### config.mk
export PLATFORM = sky130hd
export DESIGN_NAME = mult_scheduler_flat
export DESIGN_NICKNAME = d
export VERILOG_FILES = /design/src/rtl/mult_scheduler_if.sv /design/src/rtl/mult_scheduler.sv /design/src/flat_wrapper.sv
export SDC_FILE = /design/constraint.sdc
export NUM_CORES = 1
export LEC_CHECK = 0
export ABC_AREA = 0
export BUFFER_PORTS_ARGS = -buffer_cell sky130_fd_sc_hd__buf_2
export CAP_MARGIN = 0
export CORE_MARGIN = 4
export CORE_UTILIZATION = 50
export CTS_CLUSTER_SIZE = 10
export DETAILED_ROUTE_END_ITERATION = 12
export PLACE_DENSITY = 0.84
export SYNTH_ARGS = -nofsm -noshare
export SYNTH_HDL_FRONTEND = slang
export SYNTH_SLANG_ARGS = --single-unit
### constraint.sdc
create_clock -name i_clk -period 5.9 [get_ports i_clk]
set_input_delay 1.77 -clock i_clk [delete_from_list [all_inputs] [get_ports i_clk]]
set_output_delay 1.77 -clock i_clk [all_outputs]
set_load 0.05 [all_outputs]
### src/rtl/mult_scheduler_if.sv
// Handshake and operand bundle between the two requesters and the shared
// add-shift multiplier scheduler.
interface mult_scheduler_if #(
    parameter int WIDTH = 8
);
    logic [1:0]         req;
    logic [WIDTH-1:0]   opa0;
    logic [WIDTH-1:0]   opb0;
    logic [WIDTH-1:0]   opa1;
    logic [WIDTH-1:0]   opb1;
    logic [1:0]         gnt;
    logic               busy;
    logic [1:0]         done;
    logic [2*WIDTH-1:0] product;

    // Front-end side: raises requests and supplies operands.
    modport master (
        output req, opa0, opb0, opa1, opb1,
        input  gnt, busy, done, product
    );

    // Scheduler side: arbitrates and returns the product.
    modport slave (
        input  req, opa0, opb0, opa1, opb1,
        output gnt, busy, done, product
    );
endinterface

### src/rtl/mult_scheduler.sv
// Round-robin scheduler sharing one signed add-shift multiplier between two
// requesters. Runs WIDTH add/shift iterations (subtract on the last one) and
// returns a 2*WIDTH-bit two's-complement product with a per-requester done.
module mult_scheduler #(
    parameter int WIDTH = 8
) (
    input  logic            i_clk,
    input  logic            i_reset,
    mult_scheduler_if.slave io_bus
);
    localparam int CW = (WIDTH > 1) ? $clog2(WIDTH) : 1;
    localparam logic [CW-1:0] LAST_CNT = CW'(WIDTH - 1);

    localparam logic [1:0] ST_IDLE  = 2'd0;
    localparam logic [1:0] ST_ADD   = 2'd1;
    localparam logic [1:0] ST_SHIFT = 2'd2;
    localparam logic [1:0] ST_DONE  = 2'd3;

    // Maps a requester index onto its one-hot grant/done position.
    function automatic logic [1:0] f_onehot(input logic idx);
        logic [1:0] v;
        if (idx) begin
            v = 2'b10;
        end else begin
            v = 2'b01;
        end
        return v;
    endfunction

    logic [1:0]         r_state;
    logic [WIDTH-1:0]   r_s;
    logic [WIDTH-1:0]   r_a;
    logic [WIDTH-1:0]   r_b;
    logic               r_x;
    logic [CW-1:0]      r_cnt;
    logic               r_owner;
    logic               r_last;
    logic [1:0]         r_gnt;
    logic               r_busy;
    logic [1:0]         r_done;
    logic [2*WIDTH-1:0] r_product;

    logic               w_pick;
    logic [WIDTH-1:0]   w_opa;
    logic [WIDTH-1:0]   w_opb;
    logic [WIDTH:0]     w_sum;
    logic [WIDTH-1:0]   w_sh_a;
    logic [WIDTH-1:0]   w_sh_b;

    // Arbitration: a lone request wins outright; a tie goes to the requester not served last.
    always_comb begin
        w_pick = 1'b0;
        case (io_bus.req)
            2'b01:   w_pick = 1'b0;
            2'b10:   w_pick = 1'b1;
            2'b11:   w_pick = ~r_last;
            default: w_pick = 1'b0;
        endcase
    end

    // Operand selection for the requester being picked this cycle.
    always_comb begin
        w_opa = io_bus.opa0;
        w_opb = io_bus.opb0;
        if (w_pick) begin
            w_opa = io_bus.opa1;
            w_opb = io_bus.opb1;
        end else begin
            w_opa = io_bus.opa0;
            w_opb = io_bus.opb0;
        end
    end

    // Sign-extended accumulate; the final iteration weighs the multiplier MSB negatively.
    always_comb begin
        w_sum = {r_a[WIDTH-1], r_a} + {r_s[WIDTH-1], r_s};
        if (r_cnt == LAST_CNT) begin
            w_sum = {r_a[WIDTH-1], r_a} - {r_s[WIDTH-1], r_s};
        end else begin
            w_sum = {r_a[WIDTH-1], r_a} + {r_s[WIDTH-1], r_s};
        end
    end

    // Arithmetic right shift of {X,A,B}; X replicates into the top of A.
    always_comb begin
        w_sh_a = {r_x, r_a[WIDTH-1:1]};
        w_sh_b = {r_a[0], r_b[WIDTH-1:1]};
    end

    // Control FSM, datapath registers and registered outputs.
    always_ff @(posedge i_clk) begin
        if (i_reset) begin
            r_state   <= ST_IDLE;
            r_s       <= '0;
            r_a       <= '0;
            r_b       <= '0;
            r_x       <= 1'b0;
            r_cnt     <= '0;
            r_owner   <= 1'b0;
            r_last    <= 1'b1;
            r_gnt     <= 2'b00;
            r_busy    <= 1'b0;
            r_done    <= 2'b00;
            r_product <= '0;
        end else begin
            r_done <= 2'b00;
            case (r_state)
                ST_IDLE: begin
                    if (io_bus.req != 2'b00) begin
                        r_owner <= w_pick;
                        r_s     <= w_opa;
                        r_b     <= w_opb;
                        r_a     <= '0;
                        r_x     <= 1'b0;
                        r_cnt   <= '0;
                        r_gnt   <= f_onehot(w_pick);
                        r_busy  <= 1'b1;
                        r_state <= ST_ADD;
                    end else begin
                        r_state <= ST_IDLE;
                    end
                end
                ST_ADD: begin
                    if (r_b[0]) begin
                        r_a <= w_sum[WIDTH-1:0];
                        r_x <= w_sum[WIDTH];
                    end else begin
                        r_a <= r_a;
                    end
                    r_state <= ST_SHIFT;
                end
                ST_SHIFT: begin
                    r_a   <= w_sh_a;
                    r_b   <= w_sh_b;
                    r_cnt <= r_cnt + CW'(1);
                    if (r_cnt == LAST_CNT) begin
                        // Product and done are registered on entry to DONE.
                        r_product <= {w_sh_a, w_sh_b};
                        r_done    <= f_onehot(r_owner);
                        r_state   <= ST_DONE;
                    end else begin
                        r_state <= ST_ADD;
                    end
                end
                ST_DONE: begin
                    r_last  <= r_owner;
                    r_gnt   <= 2'b00;
                    r_busy  <= 1'b0;
                    r_state <= ST_IDLE;
                end
                default: begin
                    r_gnt   <= 2'b00;
                    r_busy  <= 1'b0;
                    r_state <= ST_IDLE;
                end
            endcase
        end
    end

    assign io_bus.gnt     = r_gnt;
    assign io_bus.busy    = r_busy;
    assign io_bus.done    = r_done;
    assign io_bus.product = r_product;

endmodule

### src/flat_wrapper.sv
// flat-port wrapper written by rule: the top's interface ports become plain ports
module mult_scheduler_flat 
#(
    parameter int WIDTH = 8
)
  (i_clk, i_reset, io_bus_req, io_bus_opa0, io_bus_opb0, io_bus_opa1, io_bus_opb1, io_bus_gnt, io_bus_busy, io_bus_done, io_bus_product);
  mult_scheduler_if #(.WIDTH(WIDTH)) io_bus_i ();
  input  logic i_clk;
  input  logic i_reset;
  input wire logic [$bits(io_bus_i.req)-1:0] io_bus_req;
  input wire logic [$bits(io_bus_i.opa0)-1:0] io_bus_opa0;
  input wire logic [$bits(io_bus_i.opb0)-1:0] io_bus_opb0;
  input wire logic [$bits(io_bus_i.opa1)-1:0] io_bus_opa1;
  input wire logic [$bits(io_bus_i.opb1)-1:0] io_bus_opb1;
  output wire logic [$bits(io_bus_i.gnt)-1:0] io_bus_gnt;
  output wire logic [$bits(io_bus_i.busy)-1:0] io_bus_busy;
  output wire logic [$bits(io_bus_i.done)-1:0] io_bus_done;
  output wire logic [$bits(io_bus_i.product)-1:0] io_bus_product;
  assign io_bus_i.req = io_bus_req;
  assign io_bus_i.opa0 = io_bus_opa0;
  assign io_bus_i.opb0 = io_bus_opb0;
  assign io_bus_i.opa1 = io_bus_opa1;
  assign io_bus_i.opb1 = io_bus_opb1;
  assign io_bus_gnt = io_bus_i.gnt;
  assign io_bus_busy = io_bus_i.busy;
  assign io_bus_done = io_bus_i.done;
  assign io_bus_product = io_bus_i.product;
  mult_scheduler #(.WIDTH(WIDTH)) u_core (.i_clk(i_clk), .i_reset(i_reset), .io_bus(io_bus_i));
endmodule
* Word level (Yosys, flattened, before mapping)
Cells that the tools add are included.
W data, S select, Z words.
** Operators by class
- Add/sub/neg operators :: 3
- Reduce and logical (&&, ||, !) cells :: 13
- Muxes and demuxes :: 23
- Bitwise gates (word level) :: 3
- Equal/unequal tests :: 8
** Operator list (count)
- $mux W8 :: 5
- $pmux W8 S3 :: 1
- $pmux W8 S2 :: 1
- $add A8 B8 Y9 :: 1
- $mux W9 :: 1
- $sub A8 B8 Y9 :: 1
- $eq A2 B2 Y1 const B :: 4
- $mux W2 :: 4
- $pmux W2 S4 :: 1
- $reduce_and A2 Y1 :: 4
- $reduce_bool A2 Y1 :: 4
- $pmux W1 S2 :: 3
- $pmux W3 S2 :: 1
- $reduce_and A3 Y1 :: 2
- $mux W1 :: 4
- $ne A2 B1 Y1 const B :: 2
- $pmux W2 S2 :: 1
- $add A3 B1 Y3 const B :: 1
- $eq A3 B3 Y1 const B :: 1
- $mux W3 :: 1
- $not A1 Y1 :: 3
- $reduce_bool A3 Y1 :: 1
- $reduce_or A3 Y1 :: 1
- $eq A2 B1 Y1 const B :: 1
- $logic_not A2 Y1 :: 1
** Storage, ports and cells
- Register bits after elaboration :: 53
- Input port bits :: 36
- Output and inout bits :: 21
- Word-level logic and storage cells :: 62

* Depth between registers and ports, before layout
Gate-level depths: netlist of the first run.
- Depth in word-level cells :: 5
- Depth in mapped cells :: 12
- Gate-level depth less buffers :: 12

* Worst setup path before layout of the first run
No wires, ideal clock.
- Kind :: input -> register
- Start :: in io_bus_req[1]
- End :: reg u_core.r_b[4]
- Slack :: 3.048 ns
- Data required time :: 5.772 ns
- Arrival :: 2.725 ns
- Stages on the path :: 7
- Library setup time :: 0.128 ns
- Path through :: a21boi_0 -> buf_4 -> buf_4 -> mux2i_1 -> o21ai_0 -> mux2i_1 -> nor2_1
** On the way
- Longest elaborated chain between the ends :: 5
- Elaborated cells between the ends (all ways) :: 9
- Those cells by class :: 3 x eq/ne; 4 x mux; 2 x reduce/logical
** Ends and longest elaborated chain
- start, declared :: line flat_wrapper.sv:10 : input wire logic [$bits(io_bus_i.req)-1:0] io_bus_req;
- $eq A2 B2 Y1 :: line mult_scheduler.sv:53 : case (io_bus.req)
- $pmux W1 S2 :: line mult_scheduler.sv:53
- $mux W8 :: line mult_scheduler.sv:65 : if (w_pick) begin
- $mux W8 :: line mult_scheduler.sv:109 : if (io_bus.req != 2'b00) begin
- $pmux W8 S2 :: line mult_scheduler.sv:107 : case (r_state)
- end signal, assigned :: line mult_scheduler.sv:112 : r_b <= w_opb;
- end signal, assigned :: line mult_scheduler.sv:134 : r_b <= w_sh_b;
- end, declared :: line mult_scheduler.sv:33 : logic [WIDTH-1:0] r_b;
Several ways; a longest one is shown, not always the timed one. The select of a mux whose other input is x is not followed.
A chain may end at the register's enable or synchronous reset.

* Worst setup path in the final report of the first run
- Start :: in io_bus_req[1]
- End :: reg u_core.r_b[3]
Same word-level chain as after synthesis.

==> results of run 1 <==
## path summary, 6_finish.rpt
path	endpoint	start	cells past startpoint
max	u_core.r_b[3]	io_bus_req[1]	6
min	u_core.io_bus.product[7]	u_core.io_bus.product[7]	2
max reg2reg	u_core.r_a[5]	u_core.r_cnt[0]	11
min reg2reg	u_core.io_bus.product[7]	u_core.io_bus.product[7]	2
## synth_stat cells, drive strengths merged
library cell	instances	area share, %
nand2	59	7.7
dfxtp	53	37
nor2	38	4.9
a21oi	31	5.4
mux2i	26	9.0
o21ai	19	3.3
clkbuf	17	2.2
ha	16	6.9
a211oi	12	3.5
inv	12	1.6
nand3	7	1.2
xnor2	7	2.1
nor2b	6	1.3
buf	5	1.3
nor3b	5	1.7
a31oi	4	0.86
nor3	4	0.69
xor2	4	1.2
a21boi	3	0.78
and2	3	0.65
nand2b	3	0.65
a32oi	2	0.61
o211ai	2	0.52
o21bai	2	0.65
or4	2	0.52
a211o	1	0.30
a21o	1	0.26
a221oi	1	0.52
a311oi	1	0.30
a32o	1	0.35
fa	1	0.69
mux2	1	0.39
nor4b	1	0.30
o21a	1	0.26
o311ai	1	0.30
o41ai	1	0.30
or3	1	0.22
## cell type report
class	instances	share of cell area [%]
tap	72	2.76
inverter	12	1.38
clock buffer	6	2.22
timing repair buffer	57	8.82
clock inverter	2	0.460
sequential	53	32.5
multi-input combinational	267	51.8
## metrics by stage
step                      setup slack (ns)  hold WS (ns)  std cells
after floorplan                       3.05         0.440        354
after global placement                2.57         0.439        461
after detailed placement              2.47         0.444        461
after CTS                             2.80         0.458        469
after global routing                  2.67         0.477        469
final                                 2.80         0.455        469
## worst max-delay path: stages
cell and delay, ns:
buf_2 0.13, nor2_1 0.19, nand2_1 0.19, o21ai_1 0.64
mux2i_1 0.29, nor2_1 0.06
## cells by family (layout without fill, tap and decap cells)
group	count (synthesis)	count (layout)	share of synthesized area, %
simple gates	129	129	19.8
compound gates	83	83	18.2
flops	53	53	36.7
buf+inv	34	77	5.01
mux	27	27	9.38
fa+ha+maj	17	17	7.61
xor+xnor	11	11	3.33
## sequential cells by signal (all words and copies together) (netlist names)
| register | flops |
|---|---|
| u_core.r_s | 8 |
| u_core.r_owner | 1 |
| u_core.io_bus.busy | 1 |
| u_core.r_b | 8 |
| u_core.r_cnt | 3 |
| u_core.r_x | 1 |
| u_core.r_state | 2 |
| u_core.r_last | 1 |
| u_core.io_bus.gnt | 2 |
| u_core.io_bus.done | 2 |
| u_core.io_bus.product | 16 |
| u_core.r_a | 8 |
## report_power, final
| group | internal, W | switching [W] |
|---|---|---|
| Clock | 0.0000838 | 0.000119 |
| Sequential | 0.000382 | 0.0000252 |
| Combinational | 0.000121 | 0.000156 |
| Total | 0.000587 | 0.000301 |
## metal layers
layer  global-route usage, %  share of wire [%]
met1                    22.2                 43
met3                    4.15                6.2
met5                       0                  0
met2                    33.4                 49
met4                    5.56                1.3
==> run_results.csv, run 1 <==
group,metric,value,unit
run_status,status,"completed",
critical_path,regToRegSetupSlack,2.90,ns
critical_path,arrival,3.27,ns
drt,vias,2578,
timing,clock.fmax,0.322,GHz
finish,post-route-util,58.5,%
synth,ys_warn_count,0,
timing,rsz0062_at_grt,"no",
floorplan,num_io_pins,57,
critical_path,path_max_fanout,11,
floorplan,die_x,84.1,um
critical_path,critPathKind,"in2reg",
job,maxCapViolCount,0,
grt,grt_pass1_vias,2528,
synth,syn_avg_cell_area,8.18,um2
timing,slew_viol_final,0,
drt,wl_per_cell,13.5,um
clock_tree,cts_sinks,53,
critical_path,cp.required,6.07,ns
synth,netlist-cell-type-count,44,
timing,worst_pin_slew,1.10,ns
finish,multi_input_area,1690,um2
finish,fin_nets,449,
timing,finClkSkew,0.00675,ns
critical_path,worstSetupStartpointType,"input port",
drt,ant_nets,0,
clock_tree,postCtsSetupBuffers,0,
clock_tree,worstSkewPairLatency,0.31,ns
finish,final_common_cell,"nand2_1",
drt,drc,0,
placement,gp_congestion,0.811,
clock_tree,ctsHoldBuffers,0,
finish,fillers,522,
clock_tree,cts_tree,"built",
timing,relSlewSlack,26.5,%
timing,period_share,52.6,%
drt,drtPass1Iterations,4,
clock_tree,cts-root-buf,"clkbuf_8",
grt,grt_antenna_before_repair,0,
synth,syn_inst,354,
grt,grtUsageTotal,18.7,%
pwr,ir_drop,121,uV
floorplan,dieArea,7070,um2
timing,final.setup.tns,0,ns
drt,first_iter_violations,150,
clock_tree,clk_pin_slew,0.09,ns
drt,via_per_inst,5.50,
critical_path,critical_path.endpoint_type,"flop",
finish,final_area,3260,um2
grt,grt-ovfl-total,0,
finish,antenna_cells,0,
grt,grt_max_degree,55,
clock_tree,post_cts.resized_instances,0,
placement,placed_area,3180,um2
timing,final_hold_viol_count,0,
grt,grt_pass1_wl,11100,um
min_path,worstHoldPathType,"reg2reg",
finish,layout.area.seq,1060,um2
placement,io_buffers,56,
finish,area_growth,12.8,%
floorplan,die_y,84.1,um
floorplan,start_util,51.9,%
synth,netlist_area,2890,um2
timing,finalCriticalPeriod,3.10,ns
clock_tree,cts_max_level,2,
clock_tree,cts_buffers,5,
floorplan,core_area,5570,um2
synth,syn-num-nets,407,
floorplan,placementRows,27,
synth,ys_seq_area_share,36.7,%
finish,drive_above_1_share,17.6,%
synth,ys_seq_elements,53,
placement,dp_hpwl,4650,um
timing,setup_violations,0,
clock_tree,cts_max_path_buffers,2,
finish,layout_common_cells,"nand2_1, buf_2, dfxtp_1",
pwr,total_power,0.000887,W
pwr,p_leak,1.34,nW
drt,wl,6350,um
pwr,power_per_cell_area,272,nW/um2
No activity file was read; power rests on OpenSTA's default activity.
==> run 2: changes to the inputs <==
ABC_AREA = 1   (was 0)
clock period = 3.1 ns   (was 5.9 ns; I/O delays follow)
==> run 2 against run 1 <==
  * Hold slack lost 0.0091 ns
  * Sequential share of layout area decreased by 0.32 points
  * Sequential cell count did not move
  * First-iteration DRC count increased by 19%
  * Routed wire length increased by 14%
  * Critical path type is now reg2reg
  * Setup slack worse by 2.2 ns
  * Largest power group unchanged
==> run_results.csv, run 2 <==
group,metric,value,unit
run_status,status,"completed",
floorplan,start_util,51.9,%
pwr,total_power,0.00192,W
placement,gp_congestion,0.924,
critical_path,path_max_fanout,10,
pwr,power_per_cell_area,581,nW/um2
finish,area_growth,14.7,%
floorplan,die_y,83.8,um
clock_tree,post_cts.resized_instances,0,
synth,yosysMostFrequentCell,"nand2_1",
finish,multi_input_area,1570,um2
clock_tree,ctsHoldBuffers,0,
timing,rsz0062_at_grt,"no",
synth,synth-edff-count,0,
clock_tree,cts_buffers,5,
timing,setup_ws,0.596,ns
critical_path,regToRegSetupSlack,0.60,ns
grt,grt_use_met3,3.75,%
pwr,p_leak,1.50,nW
min_path,worstHoldPathType,"reg2reg",
placement,io_buffers,56,
synth,yosys.area.top_type,"dfxtp_1",
finish,fin_nets,502,
drt,drc,0,
grt,grtUsageMet2,35.9,%
pwr,ir_drop,333,uV
timing,final.setup.tns,0,ns
synth,ys_seq_area_share,36.9,%
finish,fillers,514,
synth,netlist_area,2870,um2
floorplan,dieArea,7020,um2
synth,syn_inst,397,
job,maxCapViolCount,0,
timing,slew_viol_final,0,
floorplan,die_x,83.8,um
clock_tree,cts_max_level,2,
critical_path,worstSetupStartpointType,"flop",
grt,grt_pass1_vias,2732,
grt,grt_antenna_before_repair,0,
finish,final_common_cell,"nand2_1",
clock_tree,cts_tree,"built",
grt,grt-ovfl-total,0,
clock_tree,cts_max_path_buffers,2,
floorplan,num_io_pins,57,
placement,placed_cells,514,
drt,drtPass1Iterations,4,
finish,drive_above_1_share,19.6,%
pwr,pwr-share-seq,41.9,%
synth,syn_avg_cell_area,7.24,um2
drt,wl,7210,um
clock_tree,cts_sinks,53,
timing,final_hold_viol_count,0,
critical_path,critPathKind,"reg2reg",
synth,syn-num-nets,450,
clock_tree,cts-root-buf,"clkbuf_8",
timing,finalCriticalPeriod,2.50,ns
critical_path,critical_path.endpoint_type,"flop",
pwr,p_sw_share,38.7,%
synth,netlist-cell-type-count,31,
timing,clock.fmax,0.399,GHz
finish,antenna_cells,0,
timing,relSlewSlack,59.2,%
synth,ys_seq_elements,53,
floorplan,placementRows,27,
grt,grt_max_degree,26,
floorplan,core_area,5540,um2
drt,via_per_inst,5.50,
placement,dp_hpwl,5240,um
pwr,intPower,0.00117,W
timing,period_share,80.8,%
finish,layout.area.seq,1060,um2
finish,largest_reg_flops,16,
timing,finClkSkew,0.00219,ns
synth,ys.flop_type,"dfxtp_1",
timing,worst_pin_slew,0.611,ns
clock_tree,postCtsSetupBuffers,0,
grt,busiest_layer,"met2",
pwr,clkPwrFrac,21.9,%
clock_tree,clk_pin_slew,0.09,ns
drt,first_iter_violations,178,
grt,grt_pass1_wl,12500,um
clock_tree,worstSkewPairLatency,0.32,ns
grt,grtUsageTotal,21.1,%
pwr,combPwrFrac,36.3,%
synth,synth_top_area_share,36.9,%
critical_path,cp.required,3.36,ns
placement,dp_slack,0.635,ns
pwr,p_sw,0.000741,W
finish,finalNonFillerCells,522,
finish,layout_common_cells,"nand2_1, buf_2, dfxtp_1",
critical_path,arrival,2.76,ns
drt,wl_per_cell,13.8,um
drt,vias,2871,
synth,ys_top_cells_by_area,"dfxtp_1, nand2_1, a21oi_1",
synth,ys_warn_count,0,
drt,ant_nets,0,
synth,synthArstFlopShare,0,%
grt,globalRouteMet1Util,27.2,%
synth,synth_common_cells,"nand2_1, dfxtp_1, a21oi_1",
timing,setup_violations,0,
[run 2: cell types whose count changed in the layout (fill, tap and decap cells not counted), sizes merged, moves of 9 or more]
cell | previous run | this run
nor2 | 38 | 13
a211oi | 12 | 1
inv | 12 | 41
o21ai | 19 | 34
a21oi | 31 | 53
nand2 | 59 | 93
or2 | 0 | 9
mux2i | 26 | 0
nand3 | 7 | 33
[run 2: worst max-delay path: stages, from the launching register on]
cell and delay (ns):
dfxtp_1 0.37, ha_1 0.16, ha_1 0.32, inv_1 0.15
nand2_1 0.11, xor2_1 0.17, inv_1 0.06, ha_1 0.35
nand2_1 0.10, nor2_1 0.15, nand2_1 0.10, nand3b_1 0.10
nand3_1 0.08, nand2_1 0.07, nand2_1 0.05, a21oi_1 0.11
[run 2: metrics by stage]
stage	instance area [um2]	hold slack (ns)	utilization (%)
5_1_grt	3300	0.484	59.5
4_1_cts	3300	0.444	59.5
6_report	3300	0.446	59.5
3_5_place_dp	3200	0.432	57.7
3_3_place_gp	3200	0.433	57.7
2_1_floorplan	2870	0.413	-
[run 2: logic make-up after synthesis]
family | count (synthesis) | share of synthesized area (%)
AO/OA/AOI/OAI | 110 | 21.2
XOR/XNOR | 6 | 1.83
adder cells (fa/ha/maj) | 17 | 7.67
buffers and inverters | 58 | 8.49
flip-flops | 53 | 36.9
AND/OR/NAND/NOR | 153 | 23.9
[run 2: path summary, 6_finish.rpt]
kind | depth (start not counted) | from | endpoint
max | 15 | u_core.r_cnt[0] | u_core.r_a[7]
min | 1 | u_core.r_owner | u_core.io_bus.done[0]
max reg2reg | 15 | u_core.r_cnt[0] | u_core.r_a[7]
min reg2reg | 1 | u_core.r_owner | u_core.io_bus.done[0]
[run 2: layout make-up]
class | count | share of cell area, %
multi-input combinational | 286 | 47.6
sequential | 53 | 32.2
timing repair buffer | 61 | 9.64
inverter | 42 | 4.94
tap | 72 | 2.73
clock buffer | 6 | 2.51
clock inverter | 2 | 0.418
[run 2: routing by layer]
metal	share of wire, %	up-vias
met2	49	97
met1	43	1329
met3	6.5	11
met5	0	-
met4	1.6	0
li1	-	1434
[run 2: power by group through the flow]
stage	Sequential [W]	Clock, W	Combinational [W]
after CTS	0.000800	0.000424	0.000687
after global routing	0.000811	0.000451	0.000779
after detailed placement	0.000815	0	0.000679
after floorplan	0.000820	0	0.000517
final	0.000802	0.000419	0.000695
after global placement	0.000811	0	0.000658
==> run 3: changes to the inputs <==
ABC_AREA = 0   (was 1)
clock period = 2.6 ns   (was 3.1 ns; I/O delays follow)
==> run 3 against run 2 <==
  * The run now ends with setup timing left
  * Clock skew up 0.0027 ns
  * Hold slack improved by 0.0096 ns
  * Final cell count down 7.3%
  * Clock power grew 13%
  * Via count down 8.3%
  * Global-route usage decreased by 2.9 points
  * Die area increased by 0.67%
  * Sequential cell count unchanged
  * Largest cell class unchanged
==> run_results.csv, run 3 (synthesis results as in run 1) <==
group,metric,value,unit
run_status,status,"complete, but fails checks",
run_status,violations,"setup timing",
critical_path,r2r_end,"u_core.r_x",
timing,setup_ws,-0.0968,ns
floorplan,placementRows,27,
critical_path,r2r_cells,11,
grt,grtUsageTotal,18.2,%
placement,io_buffers,56,
drt,wl_per_cell,13.2,um
grt,grt_max_degree,29,
finish,multi_input_area,1760,um2
grt,grt_antenna_before_repair,0,
floorplan,dieArea,7070,um2
finish,drive_above_1_share,25.2,%
drt,wl,6380,um
clock_tree,cts_max_level,2,
timing,rsz0062_at_grt,"yes",
floorplan,num_io_pins,57,
drt,vias,2632,
critical_path,cpMostUsedCell,"xnor2_1",
clock_tree,clk_pin_slew,0.10,ns
timing,finClkSkew,0.00484,ns
floorplan,core_area,5570,um2
critical_path,cp_slowest_cell,"or4_4",
min_path,holdPathStages,2,
drt,drtPass1Iterations,4,
drt,first_iter_violations,100,
finish,layout.area.seq,1060,um2
critical_path,arrival,2.90,ns
min_path,hold_path_end,"u_core.io_bus.product[7]",
drt,drc,0,
finish,final_common_cell,"nand2_1",
finish,final_area,3450,um2
finish,fin_nets,464,
floorplan,die_y,84.1,um
critical_path,cp_cell_sequence,"or4_4, nor2_4, nor2_2, xnor2_1, ha_1, buf_4, a221oi_2, o21ai_1, a31oi_1, xnor2_1, o41ai_1",
placement,gp_congestion,0.845,
finish,largest_reg_flops,16,
drt,ant_nets,0,
clock_tree,cts_buffers,5,
clock_tree,cts_tree,"built",
critical_path,path_max_fanout,5,
critical_path,regToRegSetupSlack,-0.1,ns
min_path,hp-start,"u_core.io_bus.product[7]",
placement,placed_area,3270,um2
clock_tree,cts-root-buf,"clkbuf_8",
finish,antenna_cells,0,
floorplan,die_x,84.1,um
clock_tree,cts_max_path_buffers,2,
grt,grt_pass1_wl,11000,um
clock_tree,cts_sinks,53,
critical_path,slowest_delay,0.52,ns
timing,clock.fmax,0.371,GHz
floorplan,start_util,51.9,%
drt,via_per_inst,5.44,
critical_path,cp.required,2.81,ns
timing,worst_pin_slew,0.608,ns
grt,grt-ovfl-total,0,
job,maxCapViolCount,0,
timing,slew_viol_final,0,
grt,grt_pass1_vias,2533,
finish,area_growth,19.3,%
timing,hold_ws,0.456,ns
critical_path,worstSetupStartpointType,"flop",
timing,relSlewSlack,59.3,%
finish,fillers,485,
critical_path,r2r-start,"u_core.r_s[1]",
critical_path,critical_path.endpoint_type,"flop",
timing,finalCriticalPeriod,2.70,ns
critical_path,critPathKind,"reg2reg",
pwr,power_per_cell_area,618,nW/um2
pwr,p_leak,1.44,nW
timing,final_hold_viol_count,0,
timing,setup_violations,2,
finish,layout_common_cells,"nand2_1, buf_2, dfxtp_1",
pwr,ir_drop,304,uV
placement,dp_hpwl,4790,um
clock_tree,worstSkewPairLatency,0.31,ns
min_path,worstHoldPathType,"reg2reg",
timing,period_share,104,%
-- run 3: changes by cell type in the layout (fill, tap and decap cells not counted), sizes merged, moves of 9 or more --
cell,previous run,this run
nand3,33,7
inv,41,13
nor2,13,38
nand2,93,59
buf,61,72
o21ai,34,19
or2,9,0
a211oi,1,12
a21oi,53,31
mux2i,0,26
-- run 3: report_power, final --
part | leakage, nW | total [W] | internal, W | switching [W]
Combinational | 0.966 | 0.000736 | 0.000340 | 0.000395
Sequential | 0.434 | 0.000924 | 0.000869 | 0.0000552
Clock | 0.0445 | 0.000474 | 0.000192 | 0.000283
Total | 1.44 | 0.00213 | 0.00140 | 0.000733
-- run 3: worst max path at each step --
| stage | startpoint | end | cells after the start |
|---|---|---|---|
| floorplan | u_core.r_cnt[0] | u_core.r_a[5] | 12 |
| global placement | u_core.r_s[0] | u_core.r_x | 11 |
| detailed placement | u_core.r_s[0] | u_core.r_x | 11 |
| CTS | u_core.r_s[0] | u_core.r_x | 11 |
| global route | u_core.r_s[1] | u_core.r_x | 11 |
| finish | u_core.r_s[1] | u_core.r_x | 11 |
-- run 3: repair_timing --
item | CTS | global route
resized for setup | 4 | 21
endpoints found under the hold margin | 0 | 0
buffers inserted | 1 | 2
hold buffers | 0 | 0
pin swaps | 2 | 5
setup endpoints to repair | 3 | 6
-- run 3: routing by layer --
metal  vias to the layer above  wire length, um  global-route usage [%]
met5                         -                0                       0
met4                         0              142                    5.99
met3                        14              474                    4.64
met2                        98             3060                    31.4
met1                      1187             2700                    21.9
li1                       1333                -                       -
-- run 3: cell type report --
type,count,share of cell area (%)
repair buffers,72,11.7
inverters,12,1.30
clock inverters,3,0.616
multi-input cells,267,50.9
well taps,72,2.61
flip-flops and latches,53,30.8
clock buffers,5,1.99
-- run 3: critical path, delay by kind of cell, from the launching register on --
| family | cells | cell delay [ns] |
|---|---|---|
| xor+xnor | 2 | 0.21 |
| compound gates | 4 | 0.91 |
| fa+ha+maj | 1 | 0.30 |
| simple gates | 3 | 0.67 |
| flops | 1 | 0.35 |
| buf+inv | 1 | 0.16 |
-- run 3: metrics by stage --
stage | util, % | total power, W | setup WS, ns | TNS, ns | cells
2_1_floorplan | - | 0.00143 | 0.0412 | 0 | 354
3_3_place_gp | 58.6 | 0.00157 | 0.0505 | 0 | 473
3_5_place_dp | 58.6 | 0.00160 | -0.0833 | -0.121 | 473
4_1_cts | 60.4 | 0.00208 | -0.0988 | -0.0988 | 482
5_1_grt | 62.0 | 0.00228 | -0.245 | -0.509 | 484
6_report | 62.0 | 0.00213 | -0.0968 | -0.170 | 484
